===== src/rtl/interp_fir_pkg.sv =====
// rtl/interp_fir_pkg.sv - shared types, constants and default taps for the TX interpolating FIR
package interp_fir_pkg;

  typedef logic signed [15:0] coeff_t;

  // Q1.15 round-half-up: add half an LSB of the output, then drop the fraction.
  localparam int ROUND_CONST = 16384;
  localparam int FRAC_BITS   = 15;

  typedef enum logic {IDLE, EMIT} state_e;

  // 24-tap symmetric low-pass prototype for L=4; each polyphase branch
  // h[p], h[p+4], ..., h[p+20] sums to 32768 so DC gain is unity per output.
  localparam coeff_t DEFAULT_COEFFS [0:23] = '{
    -16'sd97,    -16'sd192,   -16'sd256,   16'sd1,
    16'sd1024,   16'sd2560,   16'sd4608,   16'sd6912,
    16'sd9216,   16'sd11008,  16'sd15040,  16'sd15712,
    16'sd15712,  16'sd15040,  16'sd11008,  16'sd9216,
    16'sd6912,   16'sd4608,   16'sd2560,   16'sd1024,
    16'sd1,      -16'sd256,   -16'sd192,   -16'sd97
  };

endpackage


===== src/rtl/interp_fir_phase_mac.sv =====
// rtl/interp_fir_phase_mac.sv - one-phase dot product with round and narrow (INTERP_FIR_SAT_EN selects saturate vs wrap)
module interp_fir_phase_mac
  import interp_fir_pkg::*;
#(
  parameter int     L      = 4,
  parameter int     NTAPS  = 24,
  parameter int     WI     = 16,
  parameter int     WCOEFF = 16,
  parameter int     WO     = 16,
  parameter coeff_t COEFFS [0:NTAPS-1] = DEFAULT_COEFFS
) (
  input  logic signed [WI-1:0]        i_dline [0:NTAPS/L-1],
  input  logic        [$clog2(L)-1:0] i_phase,
`ifdef INTERP_FIR_SAT_EN
  output logic                        o_sat,
`endif
  output logic signed [WO-1:0]        o_data
);

  localparam int NB = NTAPS / L;
  localparam int AW = WI + WCOEFF + $clog2(NB);
  localparam int IW = $clog2(NTAPS);

  logic signed [AW-1:0] w_acc;
  logic        [IW-1:0] w_idx;

  // Full-width accumulate of the delay line against the taps of the selected phase
  always_comb begin
    w_acc = '0;
    w_idx = '0;
    for (int k = 0; k < NB; k++) begin
      w_idx = IW'(i_phase) + IW'(L * k);
      w_acc = w_acc + AW'(i_dline[k]) * AW'(COEFFS[w_idx]);
    end
  end

`ifdef INTERP_FIR_SAT_EN
  localparam logic signed [AW-1:0] MAXV = {{(AW-WO+1){1'b0}}, {(WO-1){1'b1}}};
  localparam logic signed [AW-1:0] MINV = {{(AW-WO+1){1'b1}}, {(WO-1){1'b0}}};

  logic signed [AW-1:0] w_rnd;
  assign w_rnd = (w_acc + AW'(ROUND_CONST)) >>> FRAC_BITS;

  // Clip the rounded result to the output range and flag any clipped beat
  always_comb begin
    o_sat  = 1'b0;
    o_data = WO'(w_rnd);
    if (w_rnd > MAXV) begin
      o_data = {1'b0, {(WO-1){1'b1}}};
      o_sat  = 1'b1;
    end else if (w_rnd < MINV) begin
      o_data = {1'b1, {(WO-1){1'b0}}};
      o_sat  = 1'b1;
    end
  end
`else
  // Out-of-range results simply wrap (two's complement truncation)
  assign o_data = WO'((w_acc + AW'(ROUND_CONST)) >>> FRAC_BITS);
`endif

endmodule


===== src/rtl/interp_fir_tx.sv =====
// rtl/interp_fir_tx.sv - polyphase interpolating FIR for the MSK TX path (optional INTERP_FIR_SAT_EN adds saturation and m_sat)
module interp_fir_tx
  import interp_fir_pkg::*;
#(
  parameter int     L      = 4,
  parameter int     NTAPS  = 24,
  parameter int     WI     = 16,
  parameter int     WCOEFF = 16,
  parameter int     WO     = 16,
  parameter coeff_t COEFFS [0:NTAPS-1] = DEFAULT_COEFFS
) (
  input  logic                        clk,
  input  logic                        rst,
  input  logic signed [WI-1:0]        s_data,
  input  logic                        s_valid,
  output logic                        s_ready,
  output logic signed [WO-1:0]        m_data,
  output logic                        m_valid,
  input  logic                        m_ready,
`ifdef INTERP_FIR_SAT_EN
  output logic                        m_sat,
`endif
  output logic        [$clog2(L)-1:0] m_phase
);

  localparam int NB = NTAPS / L;
  localparam int PW = $clog2(L);
  localparam logic [PW-1:0] LAST_PHASE = PW'(L - 1);

  state_e               r_state;
  state_e               w_state_next;
  logic        [PW-1:0] r_phase;
  logic        [PW-1:0] w_phase_next;
  logic signed [WI-1:0] r_dline [0:NB-1];
  logic                 w_last;
  logic                 w_fire_in;

  assign w_last    = (r_phase == LAST_PHASE);
  assign w_fire_in = s_valid && s_ready;
  assign m_phase   = r_phase;

  // State and phase registers
  always_ff @(posedge clk) begin
    if (rst) begin
      r_state <= IDLE;
      r_phase <= '0;
    end else begin
      r_state <= w_state_next;
      r_phase <= w_phase_next;
    end
  end

  // Next state: step through phases on m_ready, chain straight into the next sample when one arrives on the last phase
  always_comb begin
    w_state_next = r_state;
    w_phase_next = r_phase;
    case (r_state)
      IDLE: begin
        if (w_fire_in) begin
          w_state_next = EMIT;
          w_phase_next = '0;
        end
      end
      EMIT: begin
        if (m_ready) begin
          if (!w_last) begin
            w_phase_next = r_phase + 1'b1;
          end else begin
            w_phase_next = '0;
            w_state_next = w_fire_in ? EMIT : IDLE;
          end
        end
      end
      default: begin
        w_state_next = IDLE;
        w_phase_next = '0;
      end
    endcase
  end

  // Handshake outputs; s_ready only opens mid-burst when the last phase is being taken
  always_comb begin
    m_valid = (r_state == EMIT);
    s_ready = !m_valid || (m_ready && w_last);
  end

  // Delay line: newest sample at index 0, shifted only on an accepted input
  always_ff @(posedge clk) begin
    if (rst) begin
      for (int k = 0; k < NB; k++) r_dline[k] <= '0;
    end else if (w_fire_in) begin
      r_dline[0] <= s_data;
      for (int k = 1; k < NB; k++) r_dline[k] <= r_dline[k-1];
    end
  end

  // Output sample is a pure function of registered state, so it holds while stalled
  interp_fir_phase_mac #(
    .L      (L),
    .NTAPS  (NTAPS),
    .WI     (WI),
    .WCOEFF (WCOEFF),
    .WO     (WO),
    .COEFFS (COEFFS)
  ) u_mac (
    .i_dline (r_dline),
    .i_phase (r_phase),
`ifdef INTERP_FIR_SAT_EN
    .o_sat   (m_sat),
`endif
    .o_data  (m_data)
  );

endmodule


===== config.mk =====
export PLATFORM = sky130hd
export DESIGN_NAME = interp_fir_tx
export DESIGN_NICKNAME = d
export VERILOG_FILES = /design/src/rtl/interp_fir_pkg.sv /design/src/rtl/interp_fir_phase_mac.sv /design/src/rtl/interp_fir_tx.sv
export SDC_FILE = /design/constraint.sdc
export NUM_CORES = 2
export LEC_CHECK = 0
export BUFFER_PORTS_ARGS = -buffer_cell sky130_fd_sc_hd__buf_2
export CAP_MARGIN = 10
export CELL_PAD_IN_SITES_DETAIL_PLACEMENT = 1
export CELL_PAD_IN_SITES_GLOBAL_PLACEMENT = 1
export CORE_UTILIZATION = 40
export CTS_CLUSTER_SIZE = 24
export DETAILED_ROUTE_END_ITERATION = 10
export PLACE_DENSITY = 0.63
export SLEW_MARGIN = 10
export SYNTH_ARGS = -nofsm -noshare
export SYNTH_HDL_FRONTEND = slang
export SYNTH_SLANG_ARGS = --single-unit
export TNS_END_PERCENT = 20

===== constraint.sdc =====
create_clock -name clk -period 14.2 [get_ports clk]
set_clock_uncertainty 0.2 [all_clocks]
set_input_delay 0.71 -clock clk [delete_from_list [all_inputs] [get_ports clk]]
set_output_delay 0.71 -clock clk [all_outputs]
set_load 0.02 [all_outputs]

Word level (Yosys, flattened, before mapping)

Memory sizes are Yosys's and may differ from the RTL's.
Cells that the tools add are included.

Register bits after elaboration: 99
Memory bits (read-only): 3072
Memories kept: 6

Memory list:

| name             | words | width | rd ports | clocked after Yosys merged registers in | wr ports | RTL line                   | text |
|---|---|---|---|---|---|---|---|
| (name not given) | 32    | 16    | 1        | 0                                       | 0        | interp_fir_phase_mac.sv:33 | `w_acc = w_acc + AW'(i_dline[k]) * AW'(COEFFS[w_idx]);` |
| (name not given) | 32    | 16    | 1        | 0                                       | 0        | interp_fir_phase_mac.sv:33 |  |
| (name not given) | 32    | 16    | 1        | 0                                       | 0        | interp_fir_phase_mac.sv:33 |  |
| (name not given) | 32    | 16    | 1        | 0                                       | 0        | interp_fir_phase_mac.sv:33 |  |
| (name not given) | 32    | 16    | 1        | 0                                       | 0        | interp_fir_phase_mac.sv:33 |  |
| (name not given) | 32    | 16    | 1        | 0                                       | 0        | interp_fir_phase_mac.sv:33 |  |

Bitwise operators: 7
Multiply operators: 6
$lt $le $gt $ge: 6
Reduce and logical (&&, ||, !) cells: 5
Mux-type cells: 20
Add/subtract/negate cells: 12
Equal/unequal tests: 3

Operators by type and width:

| operator                                                          | count |
|---|---|
| 16-bit 2-to-1 mux                                                 | 12 |
| 16-bit by 16-bit multiplier with 31-bit output                    | 6 |
| 31-bit adder                                                      | 5 |
| 6-bit greater-or-equal comparator (second input constant)         | 6 |
| 31-bit by 16-bit adder with 31-bit output (second input constant) | 1 |
| 5-bit NOT with 6-bit output                                       | 5 |
| 2-bit by 4-bit adder with 5-bit output (second input constant)    | 2 |
| 2-bit by 5-bit adder with 5-bit output (second input constant)    | 2 |
| 2-bit 2-to-1 mux                                                  | 3 |
| 2-bit NOT with 6-bit output                                       | 1 |
| 2-bit by 3-bit adder with 4-bit output (second input constant)    | 1 |
| 2-bit inequality test (second input constant)                     | 2 |
| 2-bit one-hot mux with 2 select lines                             | 1 |
| 1-bit 2-to-1 mux                                                  | 3 |
| 2-bit by 1-bit adder with 2-bit output (second input constant)    | 1 |
| 2-bit equality test (second input constant)                       | 1 |
| 1-bit logical AND                                                 | 2 |
| 1-bit one-hot mux with 2 select lines                             | 1 |
| 2-bit AND reduction                                               | 1 |
| 1-bit zero test                                                   | 1 |
| 1-bit logical OR                                                  | 1 |
| 1-bit NOT                                                         | 1 |

Logic depth before layout (Yosys ltp)

Depth after elaboration: 12
Gate-level depth with buffers: 36
Gate-level depth less buffers: 32

By module

Synthesis repeated with hierarchy kept, for this count alone.

Cells, all modules: 3891
Area total of the unflattened synthesis: 38826.0 um^2

Modules (own cells, without submodules):

| module               | area each (um^2) | times used | cells an instance | seq. area each (um^2) |
|---|---|---|---|---|
| interp_fir_phase_mac | 34956.0          | 1          | 3546              | 0.0 |
| interp_fir_tx        | 3870.0           | 1          | 345               | 1981.9 |

Least setup slack after synthesis

Ideal clock, no wire load.

Kind: flip-flop to output port
Start point: register r_phase[1] (netlist: m_phase[1])
End point: output m_data[14]
Stages on the path, launching flop included: 33
Arrival: 9.970 ns
Path slack: 3.320 ns
Cells stage by stage: dfxtp_1 > buf_4 > clkbuf_1 > inv_1 > clkbuf_1 > ha_1 > buf_4 > clkbuf_1 > nand2b_1 > inv_1 > fa_1 > inv_1 > fa_1 > inv_1 > fa_1 > inv_1 > fa_1 > inv_1 > fa_1 > fa_1 > fa_1 > fa_1 > fa_1 > fa_1 > inv_1 > fa_1 > inv_1 > ha_1 > nand4_1 > or2_1 > or3_1 > o221ai_1 > xor2_1

Word-level cells in the longest chain between the ends: 12
Elaborated cells on any way between the ends: 41
Classes of those cells: add/sub (11); mul (6); mux (12); bitwise (6); memory (6)

Ends and longest elaborated chain:

| item                                                  | RTL line                   | text |
|---|---|---|
| start, declared                                       | interp_fir_tx.sv:32        | `logic [PW-1:0] r_phase;` |
| start signal, assigned                                | interp_fir_tx.sv:49        | `r_phase <= w_phase_next;` |
| 2-bit by 3-bit adder with 4-bit output                | interp_fir_phase_mac.sv:32 | `w_idx = IW'(i_phase) + IW'(L * k);` |
| 5-bit NOT with 6-bit output (implied by the code)     | interp_fir_phase_mac.sv:33 |  |
| memory read 32 x 16 bit                               | -                          |  |
| 16-bit 2-to-1 mux (implied by the code) (2 in series) | interp_fir_phase_mac.sv:33 |  |
| 16-bit by 16-bit multiplier with 31-bit output        | interp_fir_phase_mac.sv:33 |  |
| 31-bit adder (4 in series)                            | interp_fir_phase_mac.sv:33 |  |
| 31-bit adder *                                        | interp_fir_phase_mac.sv:33 |  |
| 31-bit by 16-bit adder with 31-bit output *           | interp_fir_phase_mac.sv:58 | `assign o_data = WO'((w_acc + AW'(ROUND_CONST)) >>> FRAC_BITS);` |
| end, declared                                         | interp_fir_tx.sv:17        | `output logic signed [WO-1:0] m_data,` |

Mark *: on every way between the ends. The rest lies on a longest branch, timed or not. The select of a mux whose other input is x is not followed.

Worst setup path in the final report

Start point: register r_phase[0] (netlist: m_phase[0])
End point: output m_data[15]

Same word-level chain as after synthesis.

==> summary.md <==
| Metric | Value |
|---|---|
| Outcome | `finished clean` |
| Fin crit period | `roughly 12000 ps` |
| Required time of the critical path | `~13000 ps` |
| Worst path max stage delay | `880 ps` |
| Fill count | `10900` |
| CTS tree | `done` |
| IO buf count | `39` |
| DR vias/cell | `approximately 4.8` |
| Worst-Skew Late Latency | `just over 400 ps` |
| Fin area | `a little over 40000 um2` |
| Cell taking the most area after synthesis | `fa_1` |
| Power per cell area | `201 nW/um2` |
| Fin crit share | `a little under nine tenths` |
| Hold WC Path Type | `input port to register` |
| Crit path max-delay family | `adder cells` |
| Detailed-route DRC error count | `0` |
| Cell row count | `113` |
| DRT Wirelength | `between 100000 and 150000 um` |
| Number of buffers created by CTS | `9` |
| Via count | `25300` |
| H-tree depth | `3` |
| Logic depth of the worst path, buffers included | `28` |
| Top-area cell type share of the netlist area | `roughly 49%` |
| Largest net degree at the start of global routing | `74` |
| Critical path endpoint category | `output port` |
| Reg-to-reg setup timing slack | `roughly 10000 ps` |
| Routed length per instance | `21.7 um` |
| Yosys warning count | `0` |
| Die H | `313 um` |
| Crit path DAT | `between 10000 and 15000 ps` |
| # IOs | `40` |
| Distinct cell type count after synthesis | `between 50 and 60` |
| R2r endpoint | `r_dline[74]$_SDFFE_PP0P_` |
| GR Util All Layers | `between 20% and 30%` |
| Root buffer cell | `clkbuf_16` |
| Vias in the first global route | `29100` |
| Register area share after synthesis | `5.12%` |
| Final Util | `42.6%` |
| Slew of the pin with the lowest slew margin | `1120 ps` |
| Slew Viols, Final | `0` |
| Starting Density | `between 40 and 50%` |
| Fmax | `between 80 and 90 MHz` |
| Leak Pwr | `~0.023 uW` |
| Crit Path Class | `register to output port` |
| Post-CTS Setup Bufs | `0` |
| Share of layout cells above drive strength 1 | `~3.2%` |
| Clock Pin Slew Worst Setup and Hold Paths | `roughly 80 ps` |
| RSZ-0062 raised after global routing | `no` |
| Final setup TNS | `0 ps` |
| Worst vdd ir | `between 0.4 and 0.5 mV` |
| Synth Register Bits | `slightly below 100` |
| Bufs and invs on worst path | `7` |
| Setup ws final | `between 2000 and 2500 ps` |
| Hold Crit Start | `s_data[5]` |
| Hold endpoint | `r_dline[85]$_SDFFE_PP0P_` |
| EDFF count, synth | `0` |
| Pre-CTS setup slack | `2460 ps` |
| Initial DRC Count | `1054` |
| Worst-case clock buffer depth | `2` |
| Die X | `313 um` |
| Layout area overhead | `4.93%` |
| Antenna Nets Post-Route | `0` |
| Total die area | `98000 um2` |
| PostCTS Resize Cnt | `0` |
| Final Hold Fails | `0` |
| Ys async rst share | `0%` |
| Placeable Area | `between 90000 and 100000 um2` |
| Register area | `1980 um2` |
| Fin nets | `around 5500` |
| Hold Buf Count CTS | `0` |
| Placement Cell Area | `roughly 40000 um2` |
| Overflow after GRT | `0` |
| Syn_nets | `between 5000 and 6000` |
| Critical-path top delay cell | `ha_4` |
| Drt first pass iters | `4` |
| Mean Syn Cell Area | `around 9.6 um2` |
| First-pass GRT wire length | `between 150000 and 200000 um` |
| Clock Sinks | `99` |
| Pwr Total | `a little over 8000 uW` |
| Initial antenna violation count | `5` |
| Synth top area cells | `fa_1 49%, ha_1 17%, inv_1 12%, dfxtp_1 5.1%, nand2_1 3.5%` |
| Max_cap viols | `0` |
| Cells on worst reg2reg path | `8` |
| Post-Syn Area | `between 30000 and 40000 um2` |
| Half-perimeter wire length after placement | `98900 um` |
| Ys flop type | `dfxtp_1` |
| Worst r2r src | `m_phase[1]$_SDFFE_PP0P_` |
| GP Congestion | `between 0.9 and 1` |
| Multi-input gate area | `31600 um2` |
| Setup Viol. Count Final | `0` |
| Nature of the critical path startpoint | `register` |
| Most Frequent Cell on Critical Path | `fa_1` |
| Worst slew margin | `25.3%` |
| Synthesized instance count | `between 4000 and 5000` |
| WHS Path Cells | `3` |
| Crit Path Max Fanout | `61` |
placed cells by master, fill, tap and decap left out, types with 5 or more instances in the layout:
| cell type | count |
|---|---|
| a21oi_1 | 124 |
| clkbuf_16 | 9 |
| buf_2 | 38 |
| nand2b_1 | 58 |
| and2_1 | 170 |
| buf_4 | 38 |
| o21a_1 | 5 |
| nand3_1 | 8 |
| fa_1 | 948 |
| xor2_1 | 22 |
| a21o_1 | 20 |
| nor2b_1 | 125 |
| inv_1 | 1236 |
| ha_1 | 507 |
| o21ai_0 | 14 |
| or2_2 | 15 |
| nand2_1 | 364 |
| xnor2_1 | 79 |
| dfxtp_1 | 97 |
| nor2_1 | 64 |
worst min-delay path: cells and delay by family:
kind                   cells  cell delay, ps
buffers and inverters      1              90
AO/OA/AOI/OAI              1              50
AND/OR/NAND/NOR            1              40
cell usage after synthesis, drive strengths merged, types with 3 or more instances:
library cell and number:
a21oi 125, nor2b 126, nor3 3, ha 511, clkbuf 106, inv 1236
nand3 8, nor2 64, a21o 22, nand2 366, o211ai 3, a211oi 5
nand4 4, o211a 3, and2 171, buf 19, xnor2 80, xor2 23
o21a 5, fa 948, o21ai 15, nand2b 60, dfxtp 99, a21boi 3
or2 16, o21bai 4
where the power goes:
group,internal [uW],switching (uW)
clock,142,147
sequential,282,9.34
combinational,2830,4780
stage by stage:
stage / hold WS (ps) / cells
3_3_place_gp: 338 / 5262
3_5_place_dp: 342 / 5262
2_1_floorplan: 269 / 4046
5_1_grt: 328 / 5278
6_report: 330 / 5280
4_1_cts: 301 / 5278
cell type report:
cell class	count	share of cell area (%)
Inverter	1236	11.4
Sequential cell	99	4.89
Tap cell	1265	3.90
Clock buffer	10	0.588
Timing Repair Buffer	76	1.17
Antenna cell	2	0.0123
Clock inverter	6	0.160
Multi-Input combinational cell	2586	77.9
routing by layer:
layer	vias to the layer above	track usage, %	share of wire [%]
met2	363	42.1	50
met3	141	2.82	3.2
met4	2	9.51	4.6
met1	13300	32.3	43
li1	11500	-	-
met5	-	0	0.011
sequential cells by signal, summed over array words and instances (netlist names):
register / flops
m_phase: 2
m_valid: 1
r_dline: 96
worst max path at each step:
stage	slack, ps	endpoint	from
6_report	2050	m_data[15]	m_phase[0]$_SDFFE_PP0P_
3_5_place_dp	2460	m_data[15]	m_phase[0]$_SDFFE_PP0P_
2_1_floorplan	3320	m_data[14]	m_phase[1]$_SDFFE_PP0P_
4_1_cts	1970	m_data[15]	m_phase[0]$_SDFFE_PP0P_
5_1_grt	1630	m_data[15]	m_phase[0]$_SDFFE_PP0P_
3_3_place_gp	2630	m_data[15]	m_phase[0]$_SDFFE_PP0P_
logic make-up after synthesis:
| group | share of synthesized area [%] |
|---|---|
| adder cells (fa/ha/maj) | 65.6 |
| buffers and inverters | 13.3 |
| AND/OR/NAND/NOR | 10.6 |
| AO/OA/AOI/OAI | 3.09 |
| XOR/XNOR | 2.37 |
| flip-flops | 5.12 |
| multiplexers | 0.0259 |
Power figures use the tool's default switching activity.
